<file path="config.mk">
export PLATFORM = sky130hd
export DESIGN_NAME = fir_sample_feeder
export DESIGN_NICKNAME = d
export VERILOG_FILES = /design/src/rtl/fir_pkg.sv /design/src/rtl/sync_fifo.sv /design/src/rtl/fir_sample_feeder.sv
export SDC_FILE = /design/constraint.sdc
export NUM_CORES = 1
export LEC_CHECK = 0
export ABC_CLOCK_PERIOD_IN_PS = 3500
export CORE_ASPECT_RATIO = 2
export CORE_MARGIN = 4
export CORE_UTILIZATION = 46
export DETAILED_ROUTE_END_ITERATION = 16
export SLEW_MARGIN = 20
export SYNTH_ARGS = -nofsm -noshare
export SYNTH_HDL_FRONTEND = slang
export SYNTH_HIERARCHICAL = 1
export SYNTH_SLANG_ARGS = --single-unit
</file>
<file path="constraint.sdc">
create_clock -name clk -period 3.5 [get_ports clk]
set_clock_uncertainty 0.2 [all_clocks]
set_input_delay 1.05 -clock clk [delete_from_list [all_inputs] [get_ports clk]]
set_output_delay 1.05 -clock clk [all_outputs]
set_load 0.01 [all_outputs]
</file>
<file path="src/rtl/fir_pkg.sv">
// Shared constants and FSM state type for the FIR sample feeder.
package fir_pkg;
  localparam int SAMPLE_W        = 8;
  localparam int DEF_DEPTH       = 8;
  localparam int DEF_MIN_GAP     = 8;
  localparam int DEF_ACK_TIMEOUT = 3;

  typedef enum logic [1:0] {
    ST_IDLE      = 2'd0,
    ST_ISSUE     = 2'd1,
    ST_WAIT_ACK  = 2'd2,
    ST_WAIT_DONE = 2'd3
  } fsm_state_e;
endpackage

</file>
<file path="src/rtl/sync_fifo.sv">
// Single-clock FIFO with occupancy count; pointers wrap modulo DEPTH (power of two).
module sync_fifo
  import fir_pkg::*;
#(
  parameter int WIDTH = SAMPLE_W,
  parameter int DEPTH = DEF_DEPTH
) (
  input  logic                     clk,
  input  logic                     rst,
  input  logic                     push,
  input  logic                     pop,
  input  logic [WIDTH-1:0]         wdata,
  output logic [WIDTH-1:0]         rdata,
  output logic                     full,
  output logic                     empty,
  output logic [$clog2(DEPTH):0]   count
);
  localparam int AW = $clog2(DEPTH);

  logic [WIDTH-1:0] mem_q [DEPTH];
  logic [WIDTH-1:0] mem_d [DEPTH];
  logic [AW-1:0]    wr_ptr_q, wr_ptr_d;
  logic [AW-1:0]    rd_ptr_q, rd_ptr_d;
  logic [AW:0]      count_q, count_d;
  logic             push_ok, pop_ok;

  assign full  = (count_q == (AW+1)'(DEPTH));
  assign empty = (count_q == '0);
  assign count = count_q;
  assign rdata = mem_q[rd_ptr_q];

  always_comb begin
    push_ok  = push && !full;
    pop_ok   = pop && !empty;
    mem_d    = mem_q;
    wr_ptr_d = wr_ptr_q;
    rd_ptr_d = rd_ptr_q;
    count_d  = count_q;
    if (push_ok) begin
      mem_d[wr_ptr_q] = wdata;
      wr_ptr_d        = wr_ptr_q + AW'(1);
    end
    if (pop_ok) begin
      rd_ptr_d = rd_ptr_q + AW'(1);
    end
    if (push_ok && !pop_ok) begin
      count_d = count_q + (AW+1)'(1);
    end else if (pop_ok && !push_ok) begin
      count_d = count_q - (AW+1)'(1);
    end
  end

  // Storage needs no reset; the count alone defines which entries are live.
  always_ff @(posedge clk) begin
    mem_q <= mem_d;
  end

  always_ff @(posedge clk) begin
    if (rst) begin
      wr_ptr_q <= '0;
      rd_ptr_q <= '0;
      count_q  <= '0;
    end else begin
      wr_ptr_q <= wr_ptr_d;
      rd_ptr_q <= rd_ptr_d;
      count_q  <= count_d;
    end
  end
endmodule

</file>
<file path="src/rtl/fir_sample_feeder.sv">
// Buffers upstream samples and hands them one at a time to the FIR filter
// using a flag/done handshake with a minimum pulse spacing and ack timeout.
//
// state        | meaning
// ST_IDLE      | waiting for a sample, done_flag high and gap expired; pops on exit
// ST_ISSUE     | sample latched in data; flag register loads for next cycle
// ST_WAIT_ACK  | waiting for done_flag to fall, bounded by ACK_TIMEOUT
// ST_WAIT_DONE | filter busy; waiting for done_flag to rise again
module fir_sample_feeder
  import fir_pkg::*;
#(
  parameter int DEPTH       = DEF_DEPTH,
  parameter int MIN_GAP     = DEF_MIN_GAP,
  parameter int ACK_TIMEOUT = DEF_ACK_TIMEOUT
) (
  input  logic                        clk,
  input  logic                        rst,
  input  logic signed [SAMPLE_W-1:0]  in_data,
  input  logic                        in_valid,
  output logic                        in_ready,
  output logic signed [SAMPLE_W-1:0]  data,
  output logic                        input_data_flag,
  input  logic                        done_flag,
  output logic [$clog2(DEPTH):0]      fifo_count,
  output logic                        overflow,
  output logic                        ack_err
);
  localparam int GAP_W = $clog2(MIN_GAP);
  localparam int TO_W  = $clog2(ACK_TIMEOUT + 1);

  fsm_state_e                  state_q, state_d;
  logic [GAP_W-1:0]            gap_q, gap_d;
  logic [TO_W-1:0]             to_q, to_d;
  logic signed [SAMPLE_W-1:0]  data_q, data_d;
  logic                        flag_q, flag_d;
  logic                        ovf_q, ovf_d;
  logic                        ackerr_q, ackerr_d;

  logic                        push, pop;
  logic                        fifo_full, fifo_empty;
  logic [SAMPLE_W-1:0]         fifo_rdata;

  assign in_ready        = !fifo_full;
  assign push            = in_valid && in_ready;
  assign data            = data_q;
  assign input_data_flag = flag_q;
  assign overflow        = ovf_q;
  assign ack_err         = ackerr_q;

  sync_fifo #(
    .WIDTH (SAMPLE_W),
    .DEPTH (DEPTH)
  ) u_fifo (
    .clk   (clk),
    .rst   (rst),
    .push  (push),
    .pop   (pop),
    .wdata ($unsigned(in_data)),
    .rdata (fifo_rdata),
    .full  (fifo_full),
    .empty (fifo_empty),
    .count (fifo_count)
  );

  always_comb begin
    state_d  = state_q;
    gap_d    = (gap_q != '0) ? gap_q - GAP_W'(1) : '0;
    to_d     = to_q;
    data_d   = data_q;
    flag_d   = (state_q == ST_ISSUE);
    ovf_d    = ovf_q | (in_valid & ~in_ready);
    ackerr_d = ackerr_q;
    pop      = 1'b0;
    case (state_q)
      ST_IDLE: begin
        if (!fifo_empty && done_flag && gap_q == '0) begin
          pop     = 1'b1;
          data_d  = $signed(fifo_rdata);
          state_d = ST_ISSUE;
        end
      end
      ST_ISSUE: begin
        gap_d   = GAP_W'(MIN_GAP - 1);
        to_d    = TO_W'(ACK_TIMEOUT - 1);
        state_d = ST_WAIT_ACK;
      end
      ST_WAIT_ACK: begin
        if (!done_flag) begin
          state_d = ST_WAIT_DONE;
        end else if (to_q == '0) begin
          ackerr_d = 1'b1;
          state_d  = ST_IDLE;
        end else begin
          to_d = to_q - TO_W'(1);
        end
      end
      ST_WAIT_DONE: begin
        if (done_flag) state_d = ST_IDLE;
      end
      default: state_d = ST_IDLE;
    endcase
  end

  always_ff @(posedge clk) begin
    if (rst) begin
      state_q  <= ST_IDLE;
      gap_q    <= '0;
      to_q     <= '0;
      data_q   <= '0;
      flag_q   <= 1'b0;
      ovf_q    <= 1'b0;
      ackerr_q <= 1'b0;
    end else begin
      state_q  <= state_d;
      gap_q    <= gap_d;
      to_q     <= to_d;
      data_q   <= data_d;
      flag_q   <= flag_d;
      ovf_q    <= ovf_d;
      ackerr_q <= ackerr_d;
    end
  end
endmodule

</file>
* Word-level counts from Yosys, hierarchy flattened
Cells that the tools add are included.
Widths: inputs -> output; s select.
** Cells by class
- Add/sub/neg operators :: 6
- $lt $le $gt $ge :: 3
- Equality and inequality tests :: 9
- Multiplexer cells :: 20
- Bitwise gates (word level) :: 4
- Reduce and logical (&&, ||, !) cells :: 23
** Operator list (count)
- $bwmux 64 :: 1
- $bmux 8 s3 :: 1
- $demux 8 s3 :: 1
- $mux 8 :: 3
- $mux 2 :: 6
- $reduce_and 3->1 :: 3
- $ge 4x4->1 const B :: 2
- $logic_and 1x1->1 :: 8
- $mux 4 :: 2
- $ne 2x2->1 const B :: 4
- $not 3->4 :: 2
- $pmux 2 s4 :: 1
- $add 3x1->3 const B :: 2
- $mux 3 :: 2
- $add 4x1->4 const B :: 1
- $eq 2x2->1 const B :: 2
- $eq 4x4->1 const B :: 1
- $logic_not 1->1 :: 4
- $logic_not 2->1 :: 2
- $logic_not 4->1 :: 1
- $lt 4x1->1 const B :: 1
- $pmux 2 s2 :: 1
- $reduce_bool 2->1 :: 2
- $sub 4x1->4 const B :: 1
- 10 further kinds :: 11
** Word-level totals
- Flip-flop bits (word level) :: 92
- Input port bits :: 12
- Word-level logic and storage cells :: 83

* Longest topological paths before layout
- Word-level depth :: 10
- Depth in mapped cells :: 12
- Depth with buffers taken out :: 12

* Modules after synthesis
The synthesis kept the hierarchy.
** Modules (own cells, without submodules)
- sync_fifo :: times used 1, cells each 162, area an instance 3079.2 µm²
- fir_sample_feeder :: times used 1, cells each 87, area an instance 804.5 µm²

* Least setup slack after synthesis
OpenSTA, ideal clock, no wires.
- Kind :: input to register
- From :: input port done_flag
- To :: register u_fifo.count_q[3] (netlist: u_fifo/count[3])
- Library setup time :: 121 ps
- Data arrival time :: 2930 ps
- Slack :: 250 ps
- Stages on the path :: 11
- Path buffers :: 0
- Cell sequence :: nor2b_1 > nand3_2 > inv_4 > o41ai_4 > ha_1 > inv_1 > ha_1 > a21oi_1 > a211oi_1 > a31oi_1 > mux2_2
** Between the ends
- Cells in the longest elaborated chain, start to end :: 8
- Elaborated cells on any way between the ends :: 10
- Classes of those cells :: 3 x mux; 7 x reduce/logical
** RTL lines
- start, declared :: line fir_sample_feeder.sv:23 : input logic done_flag,
- $logic_and 1x1->1 (*) (2 in a row) :: line fir_sample_feeder.sv:76 : if (!fifo_empty && done_flag && gap_q == '0) begin
- $mux 1 (*) :: line fir_sample_feeder.sv:76
- $mux 1 (*) :: line fir_sample_feeder.sv:74 : case (state_q)
- named net pop :: line fir_sample_feeder.sv:39 : logic push, pop;
- $logic_and 1x1->1 (*) :: line sync_fifo.sv:34 : pop_ok = pop && !empty;
- $logic_not 1->1 :: line sync_fifo.sv:46 : if (push_ok && !pop_ok) begin
- $logic_and 1x1->1 :: line sync_fifo.sv:46
- $mux 4 / $reduce_bool 2->1 (equally long branches)
- end signal, assigned :: line sync_fifo.sv:66 : count_q <= count_d;
- end, declared :: line sync_fifo.sv:24 : logic [AW:0] count_q, count_d;
The timed path passes the listed nets; every way through them passes the cells marked *.
A chain may end at the register's enable or synchronous reset.

* Worst setup path after layout
Same ends and word-level chain as after synthesis.

==> reports/metrics.csv <==
metric;value;unit
drc;0;
wirelength;6870;µm
globalplace.congestion;0.759;
initial_core_util;0.472;
slowest_stage;clkdlybuf4s50_1;
hold_violations;0;
stdcell_area;4690;µm²
core-area;8230;µm²
ys_ff_latch;92;
grt-ovfl-total;0;
slew_viol_final;0;
setup_slack;170;ps
drive_gt1_frac;0.174;
area_growth_syn_to_layout;20.9;%
hold_buffers;0;
critPathKind;input port to register;
dieArea;10100;µm²
antenna_found_initial;0;
chipHeight;138;µm
cp-start-kind;input port;
cts_buffer_depth;2;
setup_viol;0;
place_ws;-206;ps
outcome;finished clean;
yosysTopAreaCell;edfxtp_1;
die_width;73.0;µm
crit_arrival;3350;ps
hold_ws;272;ps
grt_util_all_layers;0.147;
cts_tree;yes;
cts_root_buf;clkbuf_16;
power;3.56;mW
min_period;3330;ps
ys_types;37;
power_leakage;1.66;nW
port_buffers;27;
dpl_cell_area;4380;µm²
firstDrtPassIters;4;
synthCells;249;
layout_commonest_cell;edfxtp_1;
critical_path.most_common_cell;ha_1;
dp_hpwl;4710;µm
path_cells;clkdlybuf4s50_1, nor2b_1, nand3_2, inv_4, o41ai_4, ha_1, inv_1, ha_1, a21oi_2, a211oi_1, a31oi_1, mux2_2;
mostFrequentLayoutCells;edfxtp_1 (64), dfxtp_1 (28), clkdlybuf4s50_1 (27), buf_4 (23);
synth_warnings;6;
synth-seq-area-share;0.639;
yosysTopAreaCellShare;0.495;
viasPerCell;5.28;
maxSlewHeadroom;0.488;
p_per_area;758;nW/µm²
placementRows;47;
synth_nets;270;
worstPathRequired;3520;ps
syn_area;3880;µm²
critical_path.max_stage_delay;470;ps
numClockSinks;92;
grt_max_degree;30;
syn_area_per_cell;15.6;µm²
final.period_utilization;0.951;
crit_family;buffers and inverters;
insertion_delay;330;ps
cts_max_level;3;
finalNetCount;321;
tightest_slew;767;ps
fill_cells;682;
worst-path-buf-inv;3;
ys_top_cells_by_area;edfxtp_1 (49%), dfxtp_1 (14%), mux4_1 (11%);
ios;28;
clkTransAtPathRegs;60;ps
end_kind;register;
drv_cap;0;
maxClockFrequency;300;MHz
worstHoldPathType;register to register;
first_global_vias;2141;
numCtsBuffers;9;
num_antenna_cells;0;
cp_max_fo;3;
ant_nets;0;
wl_per_cell;17.0;µm
grt_pass1_wl;10600;µm
max-vdd-ir-drop;0.000379;V
drt_iter0_drc;66;
vias;2129;
metal layers:
layer,track usage,wire (µm),up-vias
li1,-,-,1040
met1,0.158,2630,1036
met2,0.261,3770,41
met3,0.0276,247,12
met4,0.0893,218,0
met5,0,0,-
report_power, final:
| part | leakage (nW) | switching [mW] | internal (mW) |
|---|---|---|---|
| sequential | 0.809 | 0.125 | 1.33 |
| clock | 0.146 | 0.373 | 0.594 |
| combinational | 0.710 | 0.513 | 0.624 |
synthesized netlist by cell type:
master and n:
a211o_1 2, a211oi_1 1, a21oi_1 9, a31oi_1 4
and2_1 1, and3_1 1, buf_1 1, buf_12 1
buf_2 3, buf_6 1, clkbuf_1 4, dfxtp_1 28
edfxtp_1 64, fa_1 1, ha_1 8, inv_1 10
inv_4 1, mux2_2 9, mux2i_1 10, mux4_1 16
nand2_1 7, nand2_4 1, nand2b_1 20, nand3_1 2
nand3_2 1, nand4b_1 1, nor2_1 20, nor2b_1 4
nor3_1 4, nor4_1 2, nor4b_1 1, o21ai_0 2
o41ai_4 1, or2_2 1, or4b_4 1, xnor2_1 3
xor2_1 3
timing repair:
item                       in CTS  in global routing
buffers inserted                0                  0
gates resized for setup         0                  1
setup endpoints to repair       0                  1
state kept, by name, summed over array words and instances (netlist names), 2 cells and up:
name	cells
u_fifo/rd_ptr_q	3
to_q	2
gap_q	3
u_fifo/mem_q	64
u_fifo/wr_ptr_q	3
state_q	2
data	8
u_fifo/count	4
path summary, 6_finish.rpt:
check             startpoint              end  slack (ps)  depth (start not counted)
min reg2reg          ack_err          ack_err         270                          2
max reg2reg  u_fifo/count[1]  u_fifo/count[3]         530                         12
max                done_flag  u_fifo/count[3]         170                         12
min                  ack_err          ack_err         270                          2
worst reg2reg max path, stage by stage (launching register included):
cell      delay [ps]
dfxtp_1          410
or4b_4           600
inv_1            110
nor2b_1           80
nand2_4           60
inv_1             50
ha_1             200
inv_1             80
ha_1             260
a21oi_2          180
a211oi_1          90
a31oi_1          170
mux2_2           350
kinds of logic (layout without fill, tap and decap cells):
logic type | after synthesis | after routing | share of synthesized area
AOI/OAI and AO/OA | 19 | 19 | 0.0342
muxes | 35 | 35 | 0.160
and+or+nand+nor | 67 | 67 | 0.0941
DFF | 92 | 92 | 0.639
xor gates and xnor gates | 6 | 6 | 0.0135
buffers and inverters | 21 | 77 | 0.0280
adders and majority gates | 9 | 9 | 0.0309
area by class of cell:
class / instances / area [µm²] / share of cell area
Timing Repair Buffer: 50 / 443 / 0.0943
Tap cell: 98 / 123 / 0.0261
Clock inverter: 3 / 46.3 / 0.00986
Sequential cell: 92 / 2480 / 0.529
Clock buffer: 13 / 260 / 0.0554
Multi-Input combinational cell: 136 / 1300 / 0.276
Inverter: 11 / 43.8 / 0.00933
through the flow:
| stage | cells | util | TNS [ps] |
|---|---|---|---|
| after detailed placement | 387 | 0.533 | -206 |
| final | 403 | 0.570 | 0 |
| after floorplan | 249 | - | 0 |
| after CTS | 403 | 0.570 | 0 |
| after global routing | 403 | 0.570 | -11.8 |
| after global placement | 387 | 0.533 | -127 |
(Power assumes the default switching activity.)
